<file path="config.mk">
export PLATFORM = sky130hd
export DESIGN_NAME = result_select_unit
export DESIGN_NICKNAME = d
export VERILOG_FILES = /design/src/rtl/result_select_unit.sv
export SDC_FILE = /design/constraint.sdc
export NUM_CORES = 1
export LEC_CHECK = 0
export ABC_CLOCK_PERIOD_IN_PS = 3050
export CAP_MARGIN = 20
export CORE_MARGIN = 2
export CORE_UTILIZATION = 55
export DETAILED_ROUTE_END_ITERATION = 8
export DONT_BUFFER_PORTS = 1
export GPL_TIMING_DRIVEN = 0
export PLACE_DENSITY = 0.7
export SETUP_SLACK_MARGIN = 0.4
export SKIP_LAST_GASP = 1
export SLEW_MARGIN = 10
export SYNTH_ARGS = -nofsm -noshare
export SYNTH_HDL_FRONTEND = slang
export SYNTH_SLANG_ARGS = --single-unit
</file>
<file path="constraint.sdc">
create_clock -name clk -period 3.05 [get_ports clk]
set_input_delay 0.1525 -clock clk [delete_from_list [all_inputs] [get_ports clk]]
set_output_delay 0.1525 -clock clk [all_outputs]
set_load 0.1 [all_outputs]
</file>
<file path="src/rtl/result_select_unit.sv">
// Registered valid/ready result selector (ALU/HI/LO/shifter by function code); holds MFHI/MFLO while div_busy.
// Optional illegal-code flag output enabled by RESULT_SELECT_ILLEGAL_FLAG_EN.
module result_select_unit #(
  parameter int WIDTH   = 32,
  parameter int FUNCT_W = 6
) (
  input  logic               clk,
  input  logic               rst,
  input  logic [WIDTH-1:0]   alu_out,
  input  logic [WIDTH-1:0]   hi_out,
  input  logic [WIDTH-1:0]   lo_out,
  input  logic [WIDTH-1:0]   shifter_out,
  input  logic [FUNCT_W-1:0] signal,
  input  logic               in_valid,
  output logic               in_ready,
  input  logic               div_busy,
  output logic [WIDTH-1:0]   data_out,
  output logic               out_valid,
`ifdef RESULT_SELECT_ILLEGAL_FLAG_EN
  output logic               illegal_op,
`endif
  input  logic               out_ready
);

  localparam logic [FUNCT_W-1:0] FN_AND  = FUNCT_W'(6'b100100);
  localparam logic [FUNCT_W-1:0] FN_OR   = FUNCT_W'(6'b100101);
  localparam logic [FUNCT_W-1:0] FN_ADD  = FUNCT_W'(6'b100000);
  localparam logic [FUNCT_W-1:0] FN_SUB  = FUNCT_W'(6'b100010);
  localparam logic [FUNCT_W-1:0] FN_SLT  = FUNCT_W'(6'b101010);
  localparam logic [FUNCT_W-1:0] FN_MFHI = FUNCT_W'(6'b010000);
  localparam logic [FUNCT_W-1:0] FN_MFLO = FUNCT_W'(6'b010010);
  localparam logic [FUNCT_W-1:0] FN_SRL  = FUNCT_W'(6'b000010);
  localparam logic [FUNCT_W-1:0] FN_DIVU = FUNCT_W'(6'b011011);

  typedef enum logic [1:0] {
    IDLE     = 2'd0,
    WAIT_DIV = 2'd1,
    HOLD     = 2'd2
  } state_t;

  state_t             state;
  logic [FUNCT_W-1:0] storedCode;
  logic [WIDTH-1:0]   selData;
  logic [WIDTH-1:0]   releaseData;
  logic               isHiLo;
  logic               stallReq;
  logic               accept;

  assign in_ready = !rst && ((state == IDLE) || ((state == HOLD) && out_ready));
  assign accept   = in_valid && in_ready;

  always_comb begin
    selData = '0;
    case (signal)
      FN_AND, FN_OR, FN_ADD, FN_SUB, FN_SLT: selData = alu_out;
      FN_MFHI: selData = hi_out;
      FN_MFLO: selData = lo_out;
      FN_SRL:  selData = shifter_out;
      default: selData = '0;
    endcase
  end

  assign isHiLo      = (signal == FN_MFHI) || (signal == FN_MFLO);
  assign stallReq    = isHiLo && div_busy;
  // HI/LO are read at the release edge so the finished divide result is returned.
  assign releaseData = (storedCode == FN_MFHI) ? hi_out : lo_out;

`ifdef RESULT_SELECT_ILLEGAL_FLAG_EN
  logic selIllegal;

  always_comb begin
    selIllegal = 1'b1;
    case (signal)
      FN_AND, FN_OR, FN_ADD, FN_SUB, FN_SLT,
      FN_MFHI, FN_MFLO, FN_SRL, FN_DIVU: selIllegal = 1'b0;
      default: selIllegal = 1'b1;
    endcase
  end
`endif

  always_ff @(posedge clk or posedge rst) begin
    if (rst) begin
      state      <= IDLE;
      data_out   <= '0;
      out_valid  <= 1'b0;
      storedCode <= '0;
`ifdef RESULT_SELECT_ILLEGAL_FLAG_EN
      illegal_op <= 1'b0;
`endif
    end else begin
      case (state)
        IDLE, HOLD: begin
          if (accept) begin
            if (stallReq) begin
              storedCode <= signal;
              out_valid  <= 1'b0;
              state      <= WAIT_DIV;
            end else begin
              data_out   <= selData;
              out_valid  <= 1'b1;
`ifdef RESULT_SELECT_ILLEGAL_FLAG_EN
              illegal_op <= selIllegal;
`endif
              state      <= HOLD;
            end
          end else if ((state == HOLD) && out_ready) begin
            out_valid <= 1'b0;
            state     <= IDLE;
          end
        end
        WAIT_DIV: begin
          if (!div_busy) begin
            data_out   <= releaseData;
            out_valid  <= 1'b1;
`ifdef RESULT_SELECT_ILLEGAL_FLAG_EN
            illegal_op <= 1'b0;
`endif
            state      <= HOLD;
          end
        end
        default: begin
          out_valid <= 1'b0;
          state     <= IDLE;
        end
      endcase
    end
  end

endmodule

</file>
Yosys cells after proc, flatten, opt, wreduce, memory -nomap -nowiden
Index checks and enable logic that the tools add are counted.
{"block": "op_classes", "eq_ne": 15, "muxes": 16, "n_reduce_logical": 14}
{"op": "32-bit 2-to-1 mux", "count": 4}
{"op": "32-bit one-hot mux with 4 select lines", "count": 1}
{"op": "32-bit one-hot mux with 2 select lines", "count": 1}
{"op": "6-bit == test (second input constant)", "count": 5}
{"op": "6-bit by 5-bit == test with 1-bit output (second input constant)", "count": 3}
{"op": "2-bit 2-to-1 mux", "count": 4}
{"op": "6-bit by 2-bit == test with 1-bit output (second input constant)", "count": 1}
{"op": "2-bit inequality test (second input constant)", "count": 3}
{"op": "5-bit OR reduction", "count": 1}
{"op": "1-bit logical AND", "count": 4}
{"op": "1-bit 2-to-1 mux", "count": 4}
{"op": "2-bit one-hot mux with 2 select lines", "count": 1}
{"op": "4-bit AND reduction", "count": 1}
{"op": "3-bit inequality test (second input constant)", "count": 1}
{"op": "3-bit AND reduction", "count": 1}
{"op": "2-bit by 1-bit == test with 1-bit output (second input constant)", "count": 1}
{"op": "2-bit == test (second input constant)", "count": 1}
{"op": "2-bit logical NOT", "count": 1}
{"op": "1-bit logical OR", "count": 2}
{"op": "1-bit one-hot mux with 2 select lines", "count": 1}
{"op": "2-bit AND reduction", "count": 1}
{"op": "2-bit nonzero test", "count": 1}
{"op": "2-bit OR reduction", "count": 1}
{"op": "1-bit logical NOT", "count": 1}
{"block": "word_totals", "register_bits": 41, "input_bits": 139}

Depth between registers and ports, before layout
{"block": "depth", "word_depth": 7, "depth_mapped": 8}

Least setup slack after synthesis
No wires, ideal clock.
{"block": "synth_path", "path_kind": "input -> register", "start": "input rst", "end": "register storedCode[1]", "arrival_time_ns": 2.589, "required_time_ns": 2.922, "slack_ns": 0.334, "stages": 4, "n_path_buf": 0, "cell_sequence": "inv_1 and3_1 nand4_2 mux2_1"}
{"block": "synth_via", "elab_chain_cells": 4}
{"element": "start, declared", "line": "8", "text": "input logic rst,"}
{"element": "1-bit logical NOT (no source line)"}
{"element": "1-bit logical AND", "line": "49", "text": "assign in_ready = !rst && ((state == IDLE) || ((state == HOLD) && out_ready));"}
{"element": "named net in_ready", "line": "15", "text": "output logic in_ready,"}
{"element": "1-bit logical AND", "line": "50", "text": "assign accept = in_valid && in_ready;"}
{"element": "3-bit AND reduction (no source line)"}
{"element": "end signal, assigned", "line": "95", "text": "storedCode <= signal;"}
{"element": "end, declared", "line": "42", "text": "logic [FUNCT_W-1:0] storedCode;"}
The timed path passes the listed nets, and every way through them passes these cells.
A chain may end at the register's enable or synchronous reset.

==> metrics <==
Synth top cells by count=mux2_2 (42), dfrtp_1 (40), nand2_1 (33); setup tns final=0 ns; crit path kind=flip-flop to flip-flop; largest cells by area after synthesis=dfrtp_1 (30%), mux2_2 (14%), a222oi_1 (8.9%); minimum clock period after layout=2.43 ns; H-tree Lvls=2; Worst Reg-to-Reg Cells=8; Setup crit end kind=flip-flop; Slew headroom=38.1%; DRC=0; Buf+Inv Stages, Crit Path=3; FFs w/ async S/R, synth=100%; placer congestion estimate=0.777; CP dominant cell by count=buf_2; flip-flop and latch area=0.00100 mm2; worst vdd ir=291 uV; DRT Wirelength=8870 um; warning count from the yosys run=0; RR Endpoint=data_out[10]$_DFFE_PP0P_; vias in the first global route=2697; peak fanout along the critical path=10; antenna violations before repair=0; worst slew pin tran=0.929 ns; net count after synthesis=464; drt initial violations=199; Hold/Removal Path Class=input port to flip-flop; slowest CP cell=dfrtp_2; Port Buf Inserts=0; upper clock frequency limit=0.411 GHz; register-to-register setup slack=0.62 ns; placed insts=401; critical path required time=3.27 ns; IO Count=173; Total Nets Final=473; flops & latches, synth=40; fraction of layout cells with a size suffix above 1=35.5%; Hold Startpoint=div_busy; clk sinks=40; fin crit share=79.8%; TritonCTS clock tree=done; Clock Latency Late Sink=0.30 ns; Worst-path clk slew=0.08 ns; row count=28; syn_area_per_cell=10.4 um2; Root Buffer=clkbuf_8; status=finished, final reports clean; first-pass GRT wire length=13100 um; Setup Skew=0.00530 ns; max-slew violation count=0; largest area contributor in the netlist=dfrtp_1; global route overflow=0; critical path's largest stage delay=0.72 ns; # setup viols final=0; # diodes=0; largest net degree at the start of global routing=30; critical path, cell by cell=nor2b_1 -> clkbuf_1 -> and2_1 -> a311oi_1 -> buf_2 -> buf_2 -> nor2_1 -> a31oi_2; Post-synth EDFFs=0; Multi-input gate area=0.00219 mm2; starting density of the core=57.2%; PD cells=545 mW/mm2; clock buffer depth=2; Final Hold Viols=0; die area=0.00680 mm2; CP Launch Type=flip-flop; TritonCTS buffer count=5; most frequently used flop master after synthesis=dfrtp_1; MaxCap Viol Count=0; Post-DP HPWL=6720 um; GRT Total Usage=25.9%; core area=0.00592 mm2; Synth Cell Area=0.00339 mm2; die height=82.5 um; delay-heaviest family, CP=buffers and inverters; register area share after synthesis=29.6%; Filler cells=530; leakage power=1.45 nW; Critical Path AT=2.65 ns; RSZ-0062 raised after global routing=false; Final Non-Filler Cells=410; synth unique cells=34; vias per cell=6.56; top-count cell post-synth=mux2_2; Area growth, synth to finish=6.39%; via count=2688; Syn Inst Count=325; mean routed wirelength per cell=21.6 um; ANT nets after route=0; Min-Delay Path Depth=2; Worst R2R Start=out_valid$_DFFE_PP0P_; post-synth top area share=29.6%; Layout Utilization=60.9%; Die Span X=82.5 um; Hold EP=state[0]$_DFFE_PP0P_; Pre-antenna DRT Iters=8
==> per-layer routing <==
layer | track usage, % | wire length (um) | vias up
met4 | 7.50 | 88 | 0
li1 | - | - | 1261
met2 | 44.8 | 4420 | 136
met3 | 7.72 | 868 | 7
met5 | 0 | 0 | -
met1 | 30.8 | 3490 | 1284
==> state kept, by name, indices dropped and copies added, names as in the netlist <==
register / flops
storedCode: 6
data_out: 32
state: 1
out_valid: 1
==> layout by cell type, fill, tap and decap left out <==
| master | n |
|---|---|
| mux2i_1 | 2 |
| buf_4 | 1 |
| nand2_1 | 33 |
| dlygate4sd3_1 | 1 |
| buf_2 | 17 |
| and3_2 | 1 |
| mux2_2 | 42 |
| mux2_4 | 1 |
| o2bb2ai_1 | 2 |
| and3b_1 | 3 |
| nand2b_4 | 20 |
| buf_6 | 2 |
| o21ai_1 | 2 |
| and2_1 | 6 |
| clkbuf_1 | 10 |
| nor2b_1 | 2 |
| nor2_1 | 32 |
| a31oi_1 | 12 |
| nand2b_1 | 13 |
| nand4_2 | 1 |
| clkbuf_8 | 6 |
| mux2_1 | 21 |
| nand3b_1 | 1 |
| inv_2 | 1 |
| nor4b_4 | 1 |
| clkbuf_2 | 1 |
| a222oi_1 | 30 |
| buf_12 | 3 |
| o21bai_1 | 1 |
| a31oi_2 | 20 |
| dfrtp_1 | 39 |
| a311oi_1 | 1 |
| inv_1 | 1 |
| o32a_4 | 1 |
| dfrtp_2 | 1 |
| a41oi_1 | 1 |
| nor4_1 | 2 |
| buf_1 | 1 |
==> how the worst max path moves through the flow <==
stage                     startpoint                   endpoint  slack [ns]  cells after the start
6_report       out_valid$_DFFE_PP0P_   data_out[10]$_DFFE_PP0P_        0.62                      8
5_1_grt        out_valid$_DFFE_PP0P_   data_out[13]$_DFFE_PP0P_        0.43                      8
4_1_cts        out_valid$_DFFE_PP0P_   data_out[10]$_DFFE_PP0P_        0.61                      7
3_5_place_dp   out_valid$_DFFE_PP0P_   data_out[10]$_DFFE_PP0P_        0.32                      7
3_3_place_gp                     rst  storedCode[1]$_DFFE_PP0P_        0.15                      4
2_1_floorplan                    rst  storedCode[1]$_DFFE_PP0P_        0.64                      4
==> per-stage QoR <==
stage	setup WS [ns]	instance area, um2	power [W]	hold slack (ns)
floorplan	0.639	3390	0.00153	0.343
global placement	0.148	3480	0.00160	0.378
detailed placement	0.320	3500	0.00161	0.0136
CTS	0.610	3600	0.00198	0.0724
global route	0.435	3600	0.00204	0.0914
finish	0.616	3600	0.00196	0.0755
==> area by class of cell <==
cell class	count	area share, %
flip-flops and latches	40	27.8
repair buffers	2	0.833
clock buffers	8	2.50
multi-input cells	251	60.7
well taps	75	2.60
plain buffers	32	5.38
inverters	2	0.208
==> cells by family after synthesis <==
kind of cell	Yosys count	synth area share [%]
buffers and inverters	34	5.95
multiplexers	66	22.0
AO/OA/AOI/OAI	70	20.7
flip-flops	40	29.6
AND/OR/NAND/NOR	115	21.8
==> power by group <==
group          leakage [nW]  switching (W)  total (W)  internal, W
clock network        0.0455       0.000183   0.000367     0.000185
logic                 0.913       0.000183   0.000366     0.000183
registers             0.491       0.000634    0.00123     0.000595
==> what timing repair did <==
item                                   CTS  global route
endpoints found under the hold margin   13             0
setup endpoints to repair               31             0
hold buffers                             1             0
gates resized for setup                  1             0
setup buffers                            0             0
Power figures use the tool's default switching activity.
